**src/rtl/ahb_dma_cfg_master_if.sv**
```systemverilog
// Command handshake and AHB-Lite initiator signals of the DMA configuration master.
// Handshake: a command transfers on a rising hclk edge where cmd_valid && cmd_ready.
interface ahb_dma_cfg_master_if;
    logic        cmd_valid;
    logic        cmd_ready;
    logic [31:0] cmd_saddr;
    logic [31:0] cmd_daddr;
    logic [13:0] cmd_number;
    logic        busy;
    logic        done_pulse;
    logic        err_pulse;
    logic [31:0] haddr;
    logic [1:0]  htrans;
    logic        hwrite;
    logic [2:0]  hsize;
    logic [31:0] hwdata;
    logic [31:0] hrdata;
    logic        hready;
    logic        hresp;

    modport master (
        input  cmd_valid, cmd_saddr, cmd_daddr, cmd_number, hrdata, hready, hresp,
        output cmd_ready, busy, done_pulse, err_pulse, haddr, htrans, hwrite, hsize, hwdata
    );

    modport slave (
        output cmd_valid, cmd_saddr, cmd_daddr, cmd_number, hrdata, hready, hresp,
        input  cmd_ready, busy, done_pulse, err_pulse, haddr, htrans, hwrite, hsize, hwdata
    );
endinterface

```
**src/rtl/ahb_dma_cfg_master.sv**
```systemverilog
// Programs the DMA register bank with four AHB writes, then polls start until it clears.
// Optional poll timeout is enabled by defining DMA_CFG_POLL_TIMEOUT_EN.
module ahb_dma_cfg_master #(
    parameter logic [31:0] BASE_ADDR      = 32'h0000_0000,
    parameter int unsigned POLL_GAP       = 4,
    parameter int unsigned TIMEOUT_CYCLES = 1024
) (
    input  logic                        hclk,
    input  logic                        hreset,
    ahb_dma_cfg_master_if.master        bus,
    output logic [3:0]                  o_dbg_state
);
    typedef enum logic [3:0] {
        S_IDLE  = 4'd0,
        S_ADDR  = 4'd1,
        S_DATA  = 4'd2,
        S_PADDR = 4'd3,
        S_PDATA = 4'd4,
        S_GAP   = 4'd5,
        S_DONE  = 4'd6,
        S_ERR   = 4'd7
    } state_t;

    localparam logic [1:0]  HTRANS_IDLE   = 2'b00;
    localparam logic [1:0]  HTRANS_NONSEQ = 2'b10;
    localparam logic [7:0]  LP_GAP        = 8'(POLL_GAP);
    localparam logic [15:0] LP_TMO        = 16'(TIMEOUT_CYCLES);
    localparam logic [31:0] START_ADDR    = BASE_ADDR + 32'hC;

    state_t      r_state;
    logic [1:0]  r_idx;
    logic [31:0] r_saddr;
    logic [31:0] r_daddr;
    logic [13:0] r_number;
    logic [7:0]  r_gap_cnt;
    logic [31:0] r_haddr;
    logic [1:0]  r_htrans;
    logic        r_hwrite;
    logic [31:0] r_hwdata;
    logic        r_busy;
    logic        r_done;
    logic        r_err;

    logic [1:0]  w_idx_inc;
    logic [31:0] w_wdata;
    logic        w_timeout;
    logic        w_unused_ok;

    assign w_idx_inc   = r_idx + 2'd1;
    assign w_unused_ok = &{1'b0, bus.hrdata[31:1], LP_TMO};

    always_comb begin
        w_wdata = 32'h0000_0001;
        case (r_idx)
            2'd0:    w_wdata = r_saddr;
            2'd1:    w_wdata = r_daddr;
            2'd2:    w_wdata = {18'd0, r_number};
            default: w_wdata = 32'h0000_0001;
        endcase
    end

`ifdef DMA_CFG_POLL_TIMEOUT_EN
    logic [15:0] r_tmo_cnt;
    assign w_timeout = (r_tmo_cnt >= LP_TMO);
`else
    assign w_timeout = 1'b0;
`endif

    always_ff @(posedge hclk or posedge hreset) begin
        if (hreset) begin
            r_state   <= S_IDLE;
            r_idx     <= 2'd0;
            r_saddr   <= 32'd0;
            r_daddr   <= 32'd0;
            r_number  <= 14'd0;
            r_gap_cnt <= 8'd0;
            r_haddr   <= 32'd0;
            r_htrans  <= HTRANS_IDLE;
            r_hwrite  <= 1'b0;
            r_hwdata  <= 32'd0;
            r_busy    <= 1'b0;
            r_done    <= 1'b0;
            r_err     <= 1'b0;
`ifdef DMA_CFG_POLL_TIMEOUT_EN
            r_tmo_cnt <= 16'd0;
`endif
        end else begin
            case (r_state)
                S_IDLE: begin
                    if (bus.cmd_valid) begin
                        r_saddr  <= bus.cmd_saddr;
                        r_daddr  <= bus.cmd_daddr;
                        r_number <= bus.cmd_number;
                        r_idx    <= 2'd0;
                        r_haddr  <= BASE_ADDR;
                        r_htrans <= HTRANS_NONSEQ;
                        r_hwrite <= 1'b1;
                        r_busy   <= 1'b1;
                        r_state  <= S_ADDR;
                    end
                end
                S_ADDR: begin
                    if (bus.hready) begin
                        r_htrans <= HTRANS_IDLE;
                        r_hwrite <= 1'b0;
                        r_hwdata <= w_wdata;
                        r_state  <= S_DATA;
                    end
                end
                S_DATA: begin
                    if (bus.hready) begin
                        r_hwdata <= 32'd0;
                        if (bus.hresp) begin
                            r_err   <= 1'b1;
                            r_state <= S_ERR;
                        end else if (r_idx != 2'd3) begin
                            r_idx    <= w_idx_inc;
                            r_haddr  <= BASE_ADDR + {28'd0, w_idx_inc, 2'b00};
                            r_htrans <= HTRANS_NONSEQ;
                            r_hwrite <= 1'b1;
                            r_state  <= S_ADDR;
                        end else begin
                            r_haddr  <= START_ADDR;
                            r_htrans <= HTRANS_NONSEQ;
                            r_hwrite <= 1'b0;
                            r_state  <= S_PADDR;
                        end
                    end
                end
                S_PADDR: begin
                    if (bus.hready) begin
                        r_htrans <= HTRANS_IDLE;
                        r_state  <= S_PDATA;
                    end
                end
                S_PDATA: begin
                    if (bus.hready) begin
                        if (bus.hresp) begin
                            r_err   <= 1'b1;
                            r_state <= S_ERR;
                        end else if (bus.hrdata[0]) begin
                            r_gap_cnt <= LP_GAP;
                            r_state   <= S_GAP;
                        end else begin
                            r_done  <= 1'b1;
                            r_state <= S_DONE;
                        end
                    end
                end
                // Timeout is only honoured here so a poll transfer is never cut short.
                S_GAP: begin
                    if (w_timeout) begin
                        r_err   <= 1'b1;
                        r_state <= S_ERR;
                    end else if (r_gap_cnt <= 8'd1) begin
                        r_haddr  <= START_ADDR;
                        r_htrans <= HTRANS_NONSEQ;
                        r_hwrite <= 1'b0;
                        r_state  <= S_PADDR;
                    end else begin
                        r_gap_cnt <= r_gap_cnt - 8'd1;
                    end
                end
                S_DONE: begin
                    r_done  <= 1'b0;
                    r_busy  <= 1'b0;
                    r_state <= S_IDLE;
                end
                S_ERR: begin
                    r_err   <= 1'b0;
                    r_busy  <= 1'b0;
                    r_state <= S_IDLE;
                end
                default: r_state <= S_IDLE;
            endcase
`ifdef DMA_CFG_POLL_TIMEOUT_EN
            if (r_state == S_DATA) begin
                r_tmo_cnt <= 16'd0;
            end else if ((r_state == S_PADDR || r_state == S_PDATA || r_state == S_GAP) &&
                         r_tmo_cnt != 16'hFFFF) begin
                r_tmo_cnt <= r_tmo_cnt + 16'd1;
            end
`endif
        end
    end

    assign bus.cmd_ready  = (r_state == S_IDLE);
    assign bus.busy       = r_busy;
    assign bus.done_pulse = r_done;
    assign bus.err_pulse  = r_err;
    assign bus.haddr      = r_haddr;
    assign bus.htrans     = r_htrans;
    assign bus.hwrite     = r_hwrite;
    assign bus.hsize      = 3'b010;
    assign bus.hwdata     = r_hwdata;
    assign o_dbg_state    = r_state;
endmodule

```
**src/flat_wrapper.sv**
```systemverilog
// flat-port wrapper written by rule: the top's interface ports become plain ports
module ahb_dma_cfg_master_flat 
#(
    parameter logic [31:0] BASE_ADDR      = 32'h0000_0000,
    parameter int unsigned POLL_GAP       = 4,
    parameter int unsigned TIMEOUT_CYCLES = 1024
)
  (hclk, hreset, o_dbg_state, bus_cmd_valid, bus_cmd_saddr, bus_cmd_daddr, bus_cmd_number, bus_hrdata, bus_hready, bus_hresp, bus_cmd_ready, bus_busy, bus_done_pulse, bus_err_pulse, bus_haddr, bus_htrans, bus_hwrite, bus_hsize, bus_hwdata);
  ahb_dma_cfg_master_if bus_i ();
  input  logic hclk;
  input  logic hreset;
  output logic [3:0] o_dbg_state;
  input wire logic [$bits(bus_i.cmd_valid)-1:0] bus_cmd_valid;
  input wire logic [$bits(bus_i.cmd_saddr)-1:0] bus_cmd_saddr;
  input wire logic [$bits(bus_i.cmd_daddr)-1:0] bus_cmd_daddr;
  input wire logic [$bits(bus_i.cmd_number)-1:0] bus_cmd_number;
  input wire logic [$bits(bus_i.hrdata)-1:0] bus_hrdata;
  input wire logic [$bits(bus_i.hready)-1:0] bus_hready;
  input wire logic [$bits(bus_i.hresp)-1:0] bus_hresp;
  output wire logic [$bits(bus_i.cmd_ready)-1:0] bus_cmd_ready;
  output wire logic [$bits(bus_i.busy)-1:0] bus_busy;
  output wire logic [$bits(bus_i.done_pulse)-1:0] bus_done_pulse;
  output wire logic [$bits(bus_i.err_pulse)-1:0] bus_err_pulse;
  output wire logic [$bits(bus_i.haddr)-1:0] bus_haddr;
  output wire logic [$bits(bus_i.htrans)-1:0] bus_htrans;
  output wire logic [$bits(bus_i.hwrite)-1:0] bus_hwrite;
  output wire logic [$bits(bus_i.hsize)-1:0] bus_hsize;
  output wire logic [$bits(bus_i.hwdata)-1:0] bus_hwdata;
  assign bus_i.cmd_valid = bus_cmd_valid;
  assign bus_i.cmd_saddr = bus_cmd_saddr;
  assign bus_i.cmd_daddr = bus_cmd_daddr;
  assign bus_i.cmd_number = bus_cmd_number;
  assign bus_i.hrdata = bus_hrdata;
  assign bus_i.hready = bus_hready;
  assign bus_i.hresp = bus_hresp;
  assign bus_cmd_ready = bus_i.cmd_ready;
  assign bus_busy = bus_i.busy;
  assign bus_done_pulse = bus_i.done_pulse;
  assign bus_err_pulse = bus_i.err_pulse;
  assign bus_haddr = bus_i.haddr;
  assign bus_htrans = bus_i.htrans;
  assign bus_hwrite = bus_i.hwrite;
  assign bus_hsize = bus_i.hsize;
  assign bus_hwdata = bus_i.hwdata;
  ahb_dma_cfg_master #(.BASE_ADDR(BASE_ADDR), .POLL_GAP(POLL_GAP), .TIMEOUT_CYCLES(TIMEOUT_CYCLES)) u_core (.hclk(hclk), .hreset(hreset), .bus(bus_i), .o_dbg_state(o_dbg_state));
endmodule
```
**config.mk**
```make
export PLATFORM = sky130hd
export DESIGN_NAME = ahb_dma_cfg_master_flat
export DESIGN_NICKNAME = d
export VERILOG_FILES = /design/src/rtl/ahb_dma_cfg_master_if.sv /design/src/rtl/ahb_dma_cfg_master.sv /design/src/flat_wrapper.sv
export SDC_FILE = /design/constraint.sdc
export NUM_CORES = 1
export LEC_CHECK = 0
export BUFFER_PORTS_ARGS = -buffer_cell sky130_fd_sc_hd__clkbuf_2
export CORE_MARGIN = 2
export CORE_UTILIZATION = 55
export CTS_CLUSTER_SIZE = 30
export DETAILED_ROUTE_END_ITERATION = 8
export PLACE_DENSITY_LB_ADDON = 0.12
export SETUP_SLACK_MARGIN = 0.2
export SYNTH_ARGS = -nofsm -noshare
export SYNTH_HDL_FRONTEND = slang
export SYNTH_SLANG_ARGS = --single-unit
```
**constraint.sdc**
```tcl
create_clock -name hclk -period 9.05 [get_ports hclk]
set_input_delay 0.4525 -clock hclk [delete_from_list [all_inputs] [get_ports hclk]]
set_output_delay 0.4525 -clock hclk [all_outputs]
set_load 0.05 [all_outputs]
```
==> Word level (Yosys, flattened, before mapping) <==
Cells that the tools add are included.
{ "op_classes": {"n_reduce_logical": 25, "n_lt_le_gt_ge": 1, "add_sub_neg": 2, "muxes": 52, "n_eq_ne": 25} }
{ "op_table": {"columns": ["operator", "count"], "rows": [
  ["two-way mux 32 bit", 6],
  ["one-hot mux 32 bit (3 select lines)", 2],
  ["one-hot mux 32 bit (2 select lines)", 1],
  ["two-way mux 4 bit", 9],
  ["two-way mux 8 bit", 4],
  ["one-hot mux 4 bit (6 select lines)", 1],
  ["two-way mux 2 bit", 11],
  ["!= test 2 bit (second input constant)", 11],
  ["AND reduction 6 bit", 3],
  ["equality test 4 x 3 -> 1 bit (second input constant)", 4],
  ["one-hot mux 8 bit (2 select lines)", 1],
  ["AND reduction 5 bit", 3],
  ["nonzero test 2 bit", 6],
  ["two-way mux 1 bit", 11],
  ["!= test 2 x 1 -> 1 bit (second input constant)", 5],
  ["equality test 4 x 2 -> 1 bit (second input constant)", 2],
  ["<= comparator 8 x 1 -> 1 bit (second input constant)", 1],
  ["one-hot mux 2 bit (4 select lines)", 1],
  ["nonzero test 4 bit", 2],
  ["subtractor 8 x 1 -> 8 bit (second input constant)", 1],
  ["one-hot mux 1 bit (2 select lines)", 3],
  ["AND reduction 3 bit", 2],
  ["OR reduction 2 bit", 3],
  ["equality test 4 x 1 -> 1 bit (second input constant)", 1],
  ["10 further kinds", 11]
]} }
{ "totals": {"out_inout_bits": 78, "in_bits": 115, "wordCells": 118, "ff_bits": 162} }

==> Depth between registers and ports, before layout <==
Gate-level depths: netlist (run 1).
{ "depth": {"ltp_word": 5, "depth_mapped": 7, "ltp_nobuf": 6} }

==> Worst setup path after synthesis (run 1) <==
No wires, ideal clock.
{ "synth_timing": {"path_kind": "reg-to-reg", "startpoint": "register u_core.r_state[0] (netlist: u_core.o_dbg_state[0])", "endpoint": "register u_core.r_idx[0]", "setup_time_ps": 126, "t_arrival_ps": 2603, "required_ps": 8924, "stages_incl_launch_ff": 7, "path_buffers": 2, "period_less_slack_ps": 2729, "slack_ps": 6321, "cell_sequence": "dfrtp_1 buf_6 clkbuf_1 nor3_1 and2_1 nor2_1 o2bb2ai_1"} }
{ "synth_between": {"elab_chain_len": 3, "word_cells_on_any_way": 9, "cone_classes": "eq/ne: 5; mux: 1; reduce/logical: 3"} }
{ "synth_rtl": {"columns": ["item", "line", "source"], "rows": [
  ["from (decl)", "ahb_dma_cfg_master.sv:30", "state_t r_state;"],
  ["from (signal assigned)", "ahb_dma_cfg_master.sv:71", "r_state <= S_IDLE;"],
  ["from (signal assigned)", "ahb_dma_cfg_master.sv:99", "r_state <= S_ADDR;"],
  ["from (signal assigned)", "ahb_dma_cfg_master.sv:107", "r_state <= S_DATA;"],
  ["zero test 4 bit (*)", null, null],
  ["via bus_cmd_ready", "flat_wrapper.sv:20", "output wire logic [$bits(bus_i.cmd_ready)-1:0] bus_cmd_ready;"],
  ["!= test 2 bit (no source line) / nonzero test 2 bit (equally long branches)", null, null],
  ["AND reduction 5 bit (no source line)", null, null],
  ["to (signal assigned)", "ahb_dma_cfg_master.sv:117", "r_idx <= w_idx_inc;"],
  ["to (decl)", "ahb_dma_cfg_master.sv:31", "logic [1:0] r_idx;"]
]} }
Mark *: on every way through the listed nets, which the timed path passes. The rest lies on a longest branch.
A chain may end at the register's enable or synchronous reset.

==> Worst setup path after layout (run 1) <==
{ "layout_timing": {"startpoint": "register u_core.r_state[2] (netlist: u_core.o_dbg_state[2])", "endpoint": "register u_core.r_hwdata[28] (netlist: u_core.bus.hwdata[28])"} }
{ "layout_between": {"elab_chain_len": 3, "word_cells_on_any_way": 7, "cone_classes": "eq/ne: 4; mux: 1; reduce/logical: 2"} }
{ "layout_rtl": {"columns": ["item", "line", "source"], "rows": [
  ["equality test 4 x 2 -> 1 bit / equality test 4 x 1 -> 1 bit (equally long branches)", "ahb_dma_cfg_master.sv:88", "case (r_state)"],
  ["!= test 2 bit (no source line) / nonzero test 2 bit (equally long branches)", null, null],
  ["AND reduction 3 bit (no source line)", null, null],
  ["to (signal assigned)", "ahb_dma_cfg_master.sv:106", "r_hwdata <= w_wdata;"],
  ["to (decl)", "ahb_dma_cfg_master.sv:39", "logic [31:0] r_hwdata;"]
]} }
Parallel ways exist; a longest one is shown, timed or not.

==> flow_summary.toml, run 1 <==
[run_status]
status = "complete, no violations"

[finish]
nFillCells = 873
post-route-cell-area_sq_mm = 0.007104
regArea_sq_mm = 0.003253
fin_cells = 781
fin_util = 0.6582
syn_to_final_growth_pct = 17.58
multi_input_area_sq_mm = 0.002449
layout-drive-gt1-share = 0.3838
num-nets-final = 754
antenna_cells = 0

[power]
power_mw = 2.852
clkPwrFrac = 0.215
p_leak_nw = 3.444
internal_power_mw = 1.686
power_switching_mw = 1.166
irDropWorstVdd_uv = 214.0
power_density_mw_per_mm2 = 401.5
p_comb_frac = 0.415
switching_share = 0.4087
p_seq_frac = 0.371

[grt]
met1_usage = 0.2963
grt_pass1_vias = 4399
grt_max_degree = 80
antenna_found_initial = 0
met2_usage = 0.3674
grt_pass1_wl_microns = 21170
overflow = 0
grtUsageMet3 = 0.08607
gr-usage-all-layers = 0.2339
grt-busiest-layer = "met2"

[logic_synthesis]
async_reset_ff_frac = 1.000
synthAdderAreaFrac = 0.01657
yosys-mux-area-fraction = 0.1566
synth-main-ff-cell = "dfrtp_1"
yosysSeqAreaShare = 0.5384
postSynthAreaPerCell_sq_um = 11.73
synth_edf_count = 0
synthSimpleGateAreaFrac = 0.08408
synth_cells = 515
synth_cell_types = 51
syn_area_sq_mm = 0.006042
synth_top_family_by_area = "multiplexers"
synth-compound-area-share = 0.1249
yosys_warnings = 0
synth-xor-area-share = 0.001450
ys_seq_elements = 130

[setup_path]
cp.arrival_ns = 2.98
critical_path_class = "reg2reg"
cp_cell_sequence = "or3b_2 -> nand4b_1 -> buf_4 -> o21ai_0"
end_kind = "register"
crit_required_ns = 9.48
slowest_delay_ns = 0.90
crit_path_start_kind = "register"
worstPathMaxFanout = 29
cp_slowest_cell = "dfrtp_1"

[floorplan]
dieWidth_microns = 108.8
core_sq_mm = 0.01079
io_pins = 193
start_util = 0.5598
core.rowCount = 38
die_y_microns = 108.8
die_area_sq_mm = 0.01184

[routing]
drt_iter0_drc = 365
routedWlPerCell_microns = 16.98
drt_wl_total_microns = 13260
first_pass_iters = 5
routed_via_density = 5.601
vias = 4374
ant_nets = 0
drcViolationCount = 0

[place]
portBuffers = 126
gp_congestion = 0.7613
post-place-ws_ns = 6.505
hpwl_microns = 8733
dpl.cell_count = 752
placed_area_sq_mm = 0.006581

[clock_tree]
htreeDepth = 4
clk_pin_slew_ns = 0.06
numClockSinks = 130
cts_tree = "done"
cts_max_path_buffers = 2
post_cts_buffers = 0
cts_inserted_buffers = 17
worstSkewPairLatency_ns = 0.53
root_buffer = "clkbuf_8"
ctsResizeCount = 0
cts_hold_buf = 0

[timing]
fin_crit_sh = 0.2816
drv_slew = 0
holdWs_ns = 0.01902
slew_headroom = 0.2575
rsz0062_at_grt = "no"
max_freq_ghz = 0.3923
max_slew.worst_pin.slew_ns = 1.114
finalSetupTns_ns = 0
hold_violations = 0
post-route-worst-setup-slack_ns = 6.501
setup_viol = 0
fin_skew_ns = 0.007640
fin_crit_ns = 2.549

[hold_path]
holdCritPathClass = "in2async"

[run]
cap_violations = 0
[final cells by class]
type                       instances  area share
inverter                           9    0.005107
clock buffer                      22     0.06516
clock inverter                     7    0.008454
tap                              140     0.02466
sequential                       130      0.4579
multi-input combinational        342      0.3447
timing repair buffer             131     0.09405
[state kept, by name, summed over array words and instances (netlist names), 2 cells and up]
signal,count
u_core.o_dbg_state,3
u_core.r_saddr,32
u_core.r_gap_cnt,8
u_core.bus.haddr,2
u_core.r_number,14
u_core.bus.hwdata,32
u_core.r_idx,2
u_core.r_daddr,32
[metal layers]
metal	share of wire	vias up
met2	0.47	158
met4	0.020	0
met1	0.43	2188
li1	-	2008
met3	0.076	20
met5	0	-
[power by group through the flow]
stage	combinational (mW)	sequential [mW]	clock, mW
final	1.18	1.06	0.612
after global routing	1.29	1.09	0.652
after CTS	1.19	1.05	0.622
after detailed placement	1.19	1.06	0
after global placement	1.16	1.04	0
after floorplan	0.729	1.25	0
[logic make-up (layout without fill, tap and decap cells)]
kind of cell | after synthesis | after routing
AO/OA/AOI/OAI | 112 | 112
XOR/XNOR | 1 | 1
adder cells (fa/ha/maj) | 8 | 8
buffers and inverters | 76 | 169
flip-flops | 130 | 130
multiplexers | 82 | 82
other | 2 | 35
AND/OR/NAND/NOR | 104 | 104
[final timing paths]
kind                                  startpoint                     to  slack, ns  cells past startpoint
setup / recovery           u_core.o_dbg_state[2]  u_core.bus.hwdata[28]       6.50                      4
hold / removal                            hreset     u_core.r_saddr[26]       0.02                      2
setup reg to reg           u_core.o_dbg_state[2]  u_core.bus.hwdata[28]       6.50                      4
hold reg to reg                u_core.r_daddr[0]      u_core.r_daddr[0]       0.48                      2
max in group asynchronous                 hreset     u_core.r_saddr[16]       7.61                      3
min in group hclk               bus_cmd_daddr[0]      u_core.r_daddr[0]       0.13                      3
[synthesized netlist by cell type (2+ instances only)]
cell type | instances | area [sq um]
nand4_1 | 2 | 12.51
or3b_2 | 3 | 26.28
nor2_1 | 13 | 48.80
o221ai_1 | 2 | 17.52
nor3_1 | 5 | 25.02
a21oi_1 | 13 | 65.06
a222oi_1 | 13 | 130.1
mux2_2 | 72 | 810.8
conb_1 | 2 | 7.510
o2bb2ai_1 | 3 | 26.28
nor3b_1 | 2 | 15.01
mux2_4 | 7 | 105.1
clkbuf_2 | 3 | 15.01
clkbuf_1 | 13 | 48.80
dfrtp_1 | 130 | 3253
or2_2 | 3 | 18.77
a22o_1 | 2 | 17.52
nand2b_1 | 5 | 31.28
nand2_1 | 51 | 191.4
buf_4 | 35 | 262.8
inv_1 | 9 | 33.78
ha_1 | 8 | 100.1
a211oi_1 | 2 | 15.01
nand3_1 | 4 | 20.02
o21ai_0 | 39 | 195.2
or3_1 | 2 | 12.51
a31oi_1 | 3 | 18.77
buf_2 | 11 | 55.05
nor2b_1 | 5 | 31.28
buf_6 | 4 | 45.04
nand3b_1 | 2 | 15.01
mux2i_1 | 3 | 30.03
o22ai_1 | 3 | 18.77
a2111oi_0 | 2 | 17.52
o211ai_1 | 3 | 22.52
a22oi_1 | 21 | 157.7
[cells in the final DEF, fill, tap and decap left out, drive strengths merged, types with 3 or more instances in the layout]
cell type | netlist | layout
clkbuf | 16 | 148
dfrtp | 130 | 130
mux2 | 79 | 79
nand2 | 51 | 51
o21ai | 40 | 40
conb | 2 | 35
a22oi | 21 | 21
nor2 | 13 | 13
a21oi | 13 | 13
a222oi | 13 | 13
inv | 9 | 9
ha | 8 | 8
clkinv | 0 | 6
nor3 | 5 | 5
nor2b | 5 | 5
nand2b | 5 | 5
buf | 51 | 5
nand3 | 4 | 4
or3b | 3 | 3
or2 | 3 | 3
mux2i | 3 | 3
o22ai | 3 | 3
a31oi | 3 | 3
o211ai | 3 | 3
o2bb2ai | 3 | 3
[worst max-delay path, delay by kind of cell, from the launching register on]
kind,cells,cell delay [ns]
flip-flops,1,0.90
buffers and inverters,1,0.43
AND/OR/NAND/NOR,2,0.87
AO/OA/AOI/OAI,1,0.23
No activity file was read; power rests on OpenSTA's default activity.
==> run 2, diff against run 1 <==
- CORE_UTILIZATION: 55 -> 46
- clock period: 9.05 -> 2.2 ns (I/O delays scaled with it)
==> flow_summary.toml, run 2 (same netlist as run 1, synthesis figures left out) <==
[floorplan]
dieWidth_microns = 118.6
core.rowCount = 41
die_y_microns = 118.6
die_area_sq_mm = 0.01407
core_sq_mm = 0.01272
start_util = 0.4749
io_pins = 193

[routing]
routedWlPerCell_microns = 16.82
ant_nets = 0
drt_wl_total_microns = 15240
first_pass_iters = 5
drcViolationCount = 0
routed_via_density = 5.214
vias = 4724
drt_iter0_drc = 367

[power]
power_switching_mw = 5.030
power_mw = 12.88
p_seq_frac = 0.337
irDropWorstVdd_uv = 709.3
p_comb_frac = 0.415
power_density_mw_per_mm2 = 1554
internal_power_mw = 7.850
clkPwrFrac = 0.248
switching_share = 0.3905
p_leak_nw = 3.920

[timing]
fin_skew_ns = 0.008342
fin_crit_sh = 0.8954
drv_slew = 0
hold_violations = 0
rsz0062_at_grt = "yes"
post-route-worst-setup-slack_ns = 0.2301
max_slew.worst_pin.slew_ns = 0.7905
holdWs_ns = 0.06043
setup_viol = 0
finalSetupTns_ns = 0
max_freq_ghz = 0.5076
fin_crit_ns = 1.970
slew_headroom = 0.4730

[setup_path]
rrSetupSlack_ns = 0.23
timing.rr.end = "u_core.r_number[1]"
crit_required_ns = 2.50
critical_path_class = "reg2reg"
crit_path_start_kind = "register"
end_kind = "register"
worstPathMaxFanout = 32
cp_cell_sequence = "or4b_4 -> buf_12 -> mux2_4"
regToRegStartpoint = "u_core.o_dbg_state[0]"
cp.arrival_ns = 2.27
slowest_delay_ns = 0.70
cp_slowest_cell = "or4b_4"
r2r_cells = 3

[finish]
regArea_sq_mm = 0.003262
post-route-cell-area_sq_mm = 0.008287
fin_util = 0.6514
nFillCells = 998
antenna_cells = 0
fin_cells = 906
most-common-layout-cells = "clkbuf_2 (126), dfrtp_1 (125), dlygate4sd3_1 (79)"
syn_to_final_growth_pct = 37.15
layout-drive-gt1-share = 0.3706
final_common_cell = "clkbuf_2"
num-nets-final = 845
multi_input_area_sq_mm = 0.002484

[hold_path]
holdCritPathClass = "in2reg"
min_to = "u_core.bus.done_pulse"
hp-start = "bus_hrdata[0]"
whs_path_depth = 4

[grt]
grt_pass1_vias = 4888
overflow = 0
grt_max_degree = 63
grt-busiest-layer = "met2"
met2_usage = 0.3703
antenna_found_initial = 0
gr-usage-all-layers = 0.2271
grtUsageMet3 = 0.05647
grt_pass1_wl_microns = 25140
met1_usage = 0.2913

[run]
cap_violations = 0

[clock_tree]
clk_pin_slew_ns = 0.06
htreeDepth = 4
root_buffer = "clkbuf_16"
cts_max_path_buffers = 2
cts_tree = "done"
worstSkewPairLatency_ns = 0.42
cts_inserted_buffers = 17
numClockSinks = 130
post_cts_buffers = 0

[place]
post-place-ws_ns = 0.2079
placed_area_sq_mm = 0.006803
portBuffers = 126
dpl.cell_count = 796
gp_congestion = 0.8459
hpwl_microns = 9422

[run_status]
status = "complete, no violations"
## run 2: critical path, delay by kind of cell, from the launching register on
| kind | cells | cell delay, ns |
|---|---|---|
| buf+inv | 1 | 0.25 |
| flops | 1 | 0.58 |
| mux | 1 | 0.31 |
| simple gates | 1 | 0.70 |
## run 2: worst max path at each step
stage                           to  cells after the start             startpoint
3_5_place_dp   u_core.r_gap_cnt[7]                      4  u_core.o_dbg_state[0]
4_1_cts        u_core.r_gap_cnt[7]                      4  u_core.o_dbg_state[0]
5_1_grt        u_core.r_gap_cnt[7]                      4  u_core.o_dbg_state[1]
6_report        u_core.r_number[1]                      3  u_core.o_dbg_state[0]
2_1_floorplan   u_core.r_daddr[27]                      6  u_core.o_dbg_state[2]
3_3_place_gp   u_core.r_gap_cnt[7]                      4  u_core.o_dbg_state[0]
## run 2: metal layers
| metal | vias up | routed length, microns |
|---|---|---|
| met1 | 2331 | 6642 |
| met5 | - | 0 |
| met3 | 19 | 842 |
| li1 | 2203 | - |
| met4 | 0 | 202 |
| met2 | 171 | 7549 |
## run 2: power groups by stage
stage | logic [mW] | clock network (mW) | registers, mW
final | 5.34 | 3.19 | 4.35
after global routing | 5.78 | 3.35 | 4.49
after CTS | 5.32 | 3.24 | 4.31
after global placement | 5.08 | 0 | 4.27
after floorplan | 3.03 | 0 | 5.15
after detailed placement | 5.20 | 0 | 4.33
## run 2: cell type report
| cell class | instances | area share |
|---|---|---|
| clock inverters | 11 | 0.02506 |
| repair buffers | 222 | 0.1960 |
| clock buffers | 20 | 0.05511 |
| well taps | 172 | 0.02597 |
| inverters | 9 | 0.004530 |
| flip-flops and latches | 130 | 0.3936 |
| multi-input cells | 342 | 0.2997 |
## run 2: timing repair
action,CTS,global route
setup endpoints to repair,1,7
pin swaps,0,1
hold buffers,79,0
resized for setup,1,8
cloned,0,0
endpoints found under the hold margin,107,0
==> run 3, diff against run 2 <==
- CELL_PAD_IN_SITES_DETAIL_PLACEMENT: not set -> 1
- CELL_PAD_IN_SITES_GLOBAL_PLACEMENT: not set -> 2
- CORE_UTILIZATION: 46 -> 29
==> flow_summary.toml, run 3 (same netlist as run 1, synthesis figures left out) <==
[timing]
fin_crit_sh = 0.8613
hold_violations = 0
fin_skew_ns = 0.01092
setup_viol = 0
fin_crit_ns = 1.895
max_freq_ghz = 0.5278
slew_headroom = 0.4971
rsz0062_at_grt = "no"
post-route-worst-setup-slack_ns = 0.3052
drv_slew = 0
max_slew.worst_pin.slew_ns = 0.7353
finalSetupTns_ns = 0

[place]
gp_congestion = 0.7385
portBuffers = 126
post-place-ws_ns = 0.1006
hpwl_microns = 11600
dpl.cell_count = 899

[floorplan]
start_util = 0.2967
core.rowCount = 52
core_sq_mm = 0.02036
io_pins = 193
dieWidth_microns = 148.3
die_y_microns = 148.3
die_area_sq_mm = 0.02200

[finish]
most-common-layout-cells = "clkbuf_2 (126), dfrtp_1 (126), dlygate4sd3_1 (79)"
syn_to_final_growth_pct = 38.27
antenna_cells = 0
layout-drive-gt1-share = 0.3779
num-nets-final = 851
fin_util = 0.4102
fin_cells = 1011

[setup_path]
crit_required_ns = 2.55
crit_path_start_kind = "register"
critical_path_class = "reg2reg"
end_kind = "register"
rrSetupSlack_ns = 0.31
worstPathMaxFanout = 44
regToRegStartpoint = "u_core.o_dbg_state[0]"
r2r_cells = 6
timing.rr.end = "u_core.r_idx[1]"
cp.arrival_ns = 2.24

[clock_tree]
cts_inserted_buffers = 17
cts_max_path_buffers = 2
clk_pin_slew_ns = 0.06
numClockSinks = 130
root_buffer = "clkbuf_16"
htreeDepth = 4
cts_tree = "done"
worstSkewPairLatency_ns = 0.42

[hold_path]
min_to = "u_core.bus.done_pulse"
hp-start = "bus_hrdata[0]"
holdCritPathClass = "in2reg"
whs_path_depth = 4

[power]
power_density_mw_per_mm2 = 1510
p_leak_nw = 3.886
irDropWorstVdd_uv = 609.3
power_mw = 12.61

[run_status]
status = "complete, no violations"

[routing]
routedWlPerCell_microns = 16.99
routed_via_density = 4.718
ant_nets = 0
vias = 4770
first_pass_iters = 5
drt_wl_total_microns = 17170
drcViolationCount = 0
drt_iter0_drc = 145

[grt]
grt_max_degree = 66
gr-usage-all-layers = 0.1606
antenna_found_initial = 0
grt_pass1_vias = 5230
overflow = 0
grt_pass1_wl_microns = 27460

[run]
cap_violations = 0
[run 3: changes by cell type in the layout (fill, tap and decap cells not counted), moves of 2 or more]
cell	previous run	this run
inv_6	0	5
buf_4	11	18
inv_8	0	2
clkinv_4	0	2
buf_12	6	4
clkinv_2	4	0
bufinv_16	6	1
clkinvlp_4	2	5
[run 3: where the power goes]
group / total (mW) / leakage, nW / internal (mW) / switching (mW)
combinational: 5.51 / 2.02 / 2.16 / 3.35
clock: 2.80 / 0.274 / 1.62 / 1.18
sequential: 4.30 / 1.59 / 3.54 / 0.757
[run 3: per-stage QoR]
| stage | cell area [sq um] | hold slack (ns) |
|---|---|---|
| after floorplan | 6195 | 0.2154 |
| after global placement | 6938 | 0.1249 |
| after detailed placement | 6938 | 0.1369 |
| after CTS | 8318 | 0.07826 |
| after global routing | 8354 | 0.1271 |
| final | 8354 | 0.08983 |
[run 3: repair_timing]
action                                  CTS  global route
hold buffers                             79             0
endpoints found under the setup margin    1            39
gates cloned                              0             0
pin swaps                                 0             1
endpoints found under the hold margin    93             0
buffers inserted                          0             1
resized for setup                         2             9
[run 3: metal layers]
layer  global-route usage  vias up  wire length, microns
li1                     -     2217                     -
met1               0.1986     2429                  7517
met2               0.2803      107                  8798
met3              0.03681       17                   652
met4              0.04762        0                   204
met5                    0        -                     0
[run 3: area by class of cell]
| cell class | instances | area [sq um] |
|---|---|---|
| fillers | 2236 | 12010 |
| flip-flops and latches | 130 | 3258 |
| multi-input cells | 342 | 2490 |
| repair buffers | 228 | 1648 |
| clock buffers | 18 | 439.2 |
| well taps | 270 | 337.8 |
| clock inverters | 14 | 143.9 |
| inverters | 9 | 37.54 |
[run 3: worst max-delay path, stage by stage (launching register included)]
cell and delay (ns):
dfrtp_2 0.49, buf_4 0.18, or4b_4 0.51, buf_12 0.22, a21oi_2 0.18, a22oi_1 0.09, o2bb2ai_1 0.14
[run 3: worst max path at each step]
| stage | start | to | slack [ns] | cells past startpoint |
|---|---|---|---|---|
| after floorplan | u_core.o_dbg_state[2] | u_core.r_daddr[27] | 0.19 | 6 |
| after global placement | u_core.r_gap_cnt[2] | u_core.r_gap_cnt[1] | 0.23 | 4 |
| after detailed placement | u_core.r_gap_cnt[0] | u_core.r_gap_cnt[7] | 0.10 | 6 |
| after CTS | u_core.r_gap_cnt[2] | u_core.r_gap_cnt[1] | 0.21 | 4 |
| after global routing | u_core.r_idx[0] | u_core.bus.hwdata[0] | 0.21 | 5 |
| final | u_core.o_dbg_state[0] | u_core.r_idx[1] | 0.31 | 6 |
